===== src/rtl/dsp_post_pkg.sv =====
`default_nettype none
// +----------------------------------------------------------------------------+
// | dsp_post_pkg: widths, X/Z select encodings, OPMODE bit positions           |
// | Rev 1.0                                                                    |
// +----------------------------------------------------------------------------+
package dsp_post_pkg;

  localparam int c_P_WIDTH    = 48;
  localparam int c_M_WIDTH    = 36;
  localparam int c_IN_WIDTH   = 18;
  localparam int c_DAB_D_BITS = 12;

  localparam int c_OPM_X_LSB  = 0;
  localparam int c_OPM_Z_LSB  = 2;
  localparam int c_OPM_SUB    = 7;

  typedef enum logic [1:0] {
    X_ZERO = 2'd0,
    X_M    = 2'd1,
    X_P    = 2'd2,
    X_DAB  = 2'd3
  } x_sel_e;

  typedef enum logic [1:0] {
    Z_ZERO = 2'd0,
    Z_PCIN = 2'd1,
    Z_P    = 2'd2,
    Z_C    = 2'd3
  } z_sel_e;

endpackage : dsp_post_pkg
`default_nettype wire


===== src/rtl/post_reg_mux_n.sv =====
`default_nettype none
// +----------------------------------------------------------------------------+
// | post_reg_mux_n: CE register with sync reset; output is register or bypass  |
// | Rev 1.0                                                                    |
// +----------------------------------------------------------------------------+
module post_reg_mux_n #(
  parameter int WIDTH = 48,
  parameter bit REG   = 1'b1
) (
  input  logic             clk,
  input  logic             rst,
  input  logic             i_ce,
  input  logic [WIDTH-1:0] i_d,
  output logic [WIDTH-1:0] o_q,
  output logic [WIDTH-1:0] o_y
);

  logic [WIDTH-1:0] r_q;

  // The register clocks in both modes so feedback never comes from o_y.
  always_ff @(posedge clk) begin
    if (rst) begin
      r_q <= '0;
    end else if (i_ce) begin
      r_q <= i_d;
    end
  end

  assign o_q = r_q;

  generate
    if (REG) begin : g_registered
      assign o_y = r_q;
    end else begin : g_bypass
      assign o_y = i_d;
    end
  endgenerate

endmodule : post_reg_mux_n
`default_nettype wire


===== src/rtl/dsp_post_adder.sv =====
`default_nettype none
// +----------------------------------------------------------------------------+
// | dsp_post_adder: X/Z mux, add/subtract with carry-in, P and carry registers |
// | Optional carry path: define DSP_POSTADD_CARRYOUT_EN                        |
// | Rev 1.0                                                                    |
// +----------------------------------------------------------------------------+
module dsp_post_adder
  import dsp_post_pkg::*;
#(
  parameter int PREG        = 1,
  parameter int CARRYOUTREG = 1
) (
  input  logic                  CLK,
  input  logic                  RST,
  input  logic                  CEP,
  input  logic                  CECARRYIN,
  input  logic [7:0]            OPMODE,
  input  logic [c_M_WIDTH-1:0]  M,
  input  logic [c_IN_WIDTH-1:0] D,
  input  logic [c_IN_WIDTH-1:0] A,
  input  logic [c_IN_WIDTH-1:0] B,
  input  logic [c_P_WIDTH-1:0]  C,
  input  logic [c_P_WIDTH-1:0]  PCIN,
  input  logic                  CIN,
  output logic [c_P_WIDTH-1:0]  P,
  output logic [c_P_WIDTH-1:0]  PCOUT,
  output logic                  CARRYOUT,
  output logic                  CARRYOUTF
);

  logic [c_P_WIDTH-1:0] w_x;
  logic [c_P_WIDTH-1:0] w_z;
  logic [c_P_WIDTH-1:0] w_dab;
  logic [c_P_WIDTH-1:0] w_res;
  logic [c_P_WIDTH-1:0] w_p_q;
  logic [c_P_WIDTH-1:0] w_p;
  logic                 w_sub;
  logic                 w_co;
  logic                 w_unused;

  assign w_dab    = {D[c_DAB_D_BITS-1:0], A, B};
  assign w_sub    = OPMODE[c_OPM_SUB];
  assign w_unused = &{1'b0, D[c_IN_WIDTH-1:c_DAB_D_BITS], OPMODE[6:4]};

  always_comb begin
    w_x = '0;
    case (x_sel_e'(OPMODE[c_OPM_X_LSB +: 2]))
      X_M:     w_x = {{(c_P_WIDTH - c_M_WIDTH){1'b0}}, M};
      X_P:     w_x = w_p_q;
      X_DAB:   w_x = w_dab;
      default: w_x = '0;
    endcase
  end

  always_comb begin
    w_z = '0;
    case (z_sel_e'(OPMODE[c_OPM_Z_LSB +: 2]))
      Z_PCIN:  w_z = PCIN;
      Z_P:     w_z = w_p_q;
      Z_C:     w_z = C;
      default: w_z = '0;
    endcase
  end

`ifdef DSP_POSTADD_CARRYOUT_EN
  logic [c_P_WIDTH:0] w_sum;
  logic               w_unused_co_q;

  // Bit 48 is carry on add and borrow on subtract.
  always_comb begin
    if (w_sub) begin
      w_sum = {1'b0, w_z} - ({1'b0, w_x} + {{c_P_WIDTH{1'b0}}, CIN});
    end else begin
      w_sum = {1'b0, w_z} + {1'b0, w_x} + {{c_P_WIDTH{1'b0}}, CIN};
    end
  end

  assign w_res = w_sum[c_P_WIDTH-1:0];

  post_reg_mux_n #(
    .WIDTH (1),
    .REG   (CARRYOUTREG != 0)
  ) u_carry_reg (
    .clk   (CLK),
    .rst   (RST),
    .i_ce  (CECARRYIN),
    .i_d   (w_sum[c_P_WIDTH]),
    .o_q   (w_unused_co_q),
    .o_y   (w_co)
  );
`else
  logic w_unused_carry;

  always_comb begin
    if (w_sub) begin
      w_res = w_z - (w_x + {{(c_P_WIDTH-1){1'b0}}, CIN});
    end else begin
      w_res = w_z + w_x + {{(c_P_WIDTH-1){1'b0}}, CIN};
    end
  end

  assign w_co           = 1'b0;
  assign w_unused_carry = CECARRYIN ^ (CARRYOUTREG != 0);
`endif

  post_reg_mux_n #(
    .WIDTH (c_P_WIDTH),
    .REG   (PREG != 0)
  ) u_p_reg (
    .clk   (CLK),
    .rst   (RST),
    .i_ce  (CEP),
    .i_d   (w_res),
    .o_q   (w_p_q),
    .o_y   (w_p)
  );

  assign P         = w_p;
  assign PCOUT     = w_p;
  assign CARRYOUT  = w_co;
  assign CARRYOUTF = w_co;

endmodule : dsp_post_adder
`default_nettype wire


===== config.mk =====
export PLATFORM = sky130hd
export DESIGN_NAME = dsp_post_adder
export DESIGN_NICKNAME = d
export VERILOG_FILES = /design/src/rtl/dsp_post_pkg.sv /design/src/rtl/post_reg_mux_n.sv /design/src/rtl/dsp_post_adder.sv
export SDC_FILE = /design/constraint.sdc
export NUM_CORES = 1
export LEC_CHECK = 0
export CAP_MARGIN = 30
export CORE_MARGIN = 5
export CORE_UTILIZATION = 51
export DETAILED_ROUTE_END_ITERATION = 10
export HOLD_SLACK_MARGIN = 0.02
export PLACE_DENSITY = 0.82
export SLEW_MARGIN = 5
export SYNTH_ARGS = -nofsm -noshare
export SYNTH_HDL_FRONTEND = slang
export SYNTH_SLANG_ARGS = --single-unit

===== constraint.sdc =====
create_clock -name CLK -period 7.7 [get_ports CLK]
set_input_delay 1.54 -clock CLK [delete_from_list [all_inputs] [get_ports CLK]]
set_output_delay 1.54 -clock CLK [all_outputs]
set_load 0.1 [all_outputs]

==> results.cfg <==
[sta]
worst_pin_slew_ns = 1.05
finClkSkew_ns = 0.00501
finalCriticalPeriod_ns = 5.99
final.setup.tns_ns = 0
fin_crit_sh_pct = 77.8
slew_violations = 0
slew_headroom_pct = 30.0
timing.final.ws_setup_ns = 1.71
finalHoldViolCount = 0
fmax_mhz = 167
grt_setup_unrepaired = no
setup_viol = 0

[floorplanning]
die_width_um = 155
die_y_um = 155
num_rows = 53
core-area_um2 = 20800
initial_core_util_pct = 51.2
io_pins = 297
die-area_um2 = 23900

[job]
cap_violations = 0

[final_layout]
n_antenna_cell = 0
area_growth_syn_to_layout_pct = 25.8
fillers = 1862
ff_latch_area_um2 = 961
multi_input_area_um2 = 8530
drive_gt1_share_pct = 8.04
final_nets = 1968
fin_area_um2 = 13400
largest_reg_flops = 48

[synthesis]
synth-main-ff-cell = dfxtp_1
yosysTopAreaCellShare_pct = 16.0
synth_commonest_cells = ha_1 (136), inv_1 (134), a21oi_1 (124)
ys_warn_count = 0
ys_types = 76
yosys.area_share.adder_pct = 16.7
synthSimpleGateAreaFrac_pct = 14.7
muxShareOfSynthArea_pct = 10.3
syn_inst = 1452
synth_xor_area_share_pct = 6.73
synth_async_sr_flop_share_pct = 0
synth_compound_area_share_pct = 31.4
synth_edf_count = 0
ys_ff_latch = 48
avgSynthCellArea_um2 = 7.35
syn-cell-area_um2 = 10700
synthTopCellsByArea = ha_1 (16%), dfxtp_1 (9.0%), mux2_2 (8.6%)
synth_top_family_by_area = compound AO/OA/AOI/OAI gates
synthDominantAreaCellType = ha_1
ys_seq_area_share_pct = 9.01
synth.most_common_cell = ha_1

[critical_path]
slowest_stage = nor2b_4
path_cells = buf_2, nor2b_4, a22oi_1, fa_1, inv_1, ha_1, nand4b_1, o211ai_1, a21oi_1, o211ai_1, a21oi_1, o21ai_1, a21oi_1, xor2_1, a2111oi_0
r2r_cells = 13
path_buf_inv = 2
crit_top_cell = a21oi_1
critical_path_depth = 15
slowest_delay_ns = 0.68
startpoint_type = input port
crit_family = compound AO/OA/AOI/OAI gates
critPathMaxFanout = 30
crit_type = in -> reg
worst_setup_path_end_kind = register
arrival_ns = 6.17
critical_path_required_ns = 7.88

[clock_tree]
tritoncts = yes
cts_setup_buffers = 0
hold_buffers = 0
cts_buffers = 5
h-tree-depth = 2
clock_latency_ns = 0.31
ctsResizeCount = 0
clk_pin_slew_worst_paths_ns = 0.07
clock_path_buffers = 2
cts_root_buf = clkbuf_16
cts_num_sinks = 48

[drt]
drt_iter0_drc = 840
drtPass1Iterations = 5
drc_errors = 0
ant_nets = 0
wl_mm = 36.9
vias = 11400
avgViaCountPerCell = 6.00
wl_per_cell_um = 19.4

[placed_design]
gp_congestion = 0.988
dp_slack_ns = 1.48
place_area_um2 = 13300
post-dp-hpwl_mm = 29.6
port_buffers = 284

[min_path]
holdPathStages = 2
hp-class = reg -> reg

[power_and_ir_drop]
pwr-share-comb_pct = 79.3
p_leak_nw = 5.87
internal_power_mw = 1.20
p_clk_share_pct = 8.6
p_sw_share_pct = 57.7
max-vdd-ir-drop_v = 0.000127
cellPowerDensity_nw_per_um2 = 212
switchingPower_mw = 1.64
seqPwrFrac_pct = 12.1

[grt]
grt_pass1_vias = 11200
grtUsageTotal_pct = 29.0
grt_max_degree = 67
overflow = 0
grt_first_pass_wirelength_mm = 57.6
antenna_found_initial = 0

[run_status]
outcome = finished, final reports clean
-- power groups by stage --
stage | logic (mW) | registers, mW | clock network [mW]
2_1_floorplan | 1.46 | 0.606 | 0
3_3_place_gp | 2.19 | 0.346 | 0
3_5_place_dp | 2.22 | 0.347 | 0
4_1_cts | 2.23 | 0.343 | 0.246
5_1_grt | 2.41 | 0.351 | 0.254
6_report | 2.26 | 0.343 | 0.244
-- tightest hold or removal path: cells and delay by family, from the launching register on --
kind,cells,cell delay [ns]
flops,1,0.35
simple gates,1,0.08
compound gates,1,0.05
-- cells in the final DEF (no fill, tap or decap), types with 5 or more instances in the layout --
cell and instances:
a31oi_1 11, o22ai_1 5, and2_1 5, o21bai_1 26, nor3_1 25, nand2b_1 13, buf_2 6, dfxtp_1 48
buf_4 12, nand4_1 13, and3_1 13, a211oi_1 28, o21ai_0 53, o21a_1 16, xor2_1 22, a21o_1 46
inv_1 134, clkbuf_16 5, or3_1 6, nor2_1 118, nand3_1 18, nor4_1 7, o21ai_1 8, nor2b_1 22
mux2_2 81, a22oi_1 22, nand2_1 83, a221oi_1 6, a21oi_1 124, a22o_1 60, xnor2_1 60, o31ai_1 7
clkdlybuf4s50_1 278, ha_1 136, mux2i_1 19, o211ai_1 11
-- logic make-up after synthesis --
kind of cell,Yosys count
xor gates and xnor gates,82
other,1
adders and majority gates,140
buffers and inverters,266
muxes,100
AOI/OAI and AO/OA,478
and+or+nand+nor,337
DFF,48
-- path summary, 6_finish.rpt --
| kind | end | slack (ns) | start |
|---|---|---|---|
| max | u_p_reg.o_q[37]$_SDFFE_PP0P_ | 1.71 | OPMODE[2] |
| max reg2reg | u_p_reg.o_q[42]$_SDFFE_PP0P_ | 3.32 | u_p_reg.o_q[3]$_SDFFE_PP0P_ |
| min reg2reg | u_p_reg.o_q[26]$_SDFFE_PP0P_ | 0.52 | u_p_reg.o_q[26]$_SDFFE_PP0P_ |
| min | u_p_reg.o_q[26]$_SDFFE_PP0P_ | 0.52 | u_p_reg.o_q[26]$_SDFFE_PP0P_ |
-- metrics by stage --
| stage | power (mW) | hold WS (ns) | cells | utilization, % |
|---|---|---|---|---|
| floorplan | 2.07 | 0.938 | 1453 | - |
| global placement | 2.54 | 0.510 | 1896 | 63.7 |
| detailed placement | 2.57 | 0.518 | 1897 | 63.7 |
| CTS | 2.82 | 0.530 | 1905 | 64.4 |
| global route | 3.01 | 0.550 | 1905 | 64.4 |
| finish | 2.85 | 0.525 | 1905 | 64.4 |
-- metal layers --
metal,global-route usage (%),wire (um)
met5,0,0
met4,8.37,914
met3,3.81,2650
met2,49.3,17200
met1,38.6,16200
-- area by class of cell --
type | count | share of cell area, %
Clock buffer | 6 | 1.04
Clock inverter | 2 | 0.0746
Inverter | 138 | 3.86
Multi-Input combinational cell | 1139 | 63.6
Sequential cell | 48 | 7.16
Tap cell | 275 | 2.56
Timing Repair Buffer | 297 | 21.7
Power figures use the tool's default switching activity.
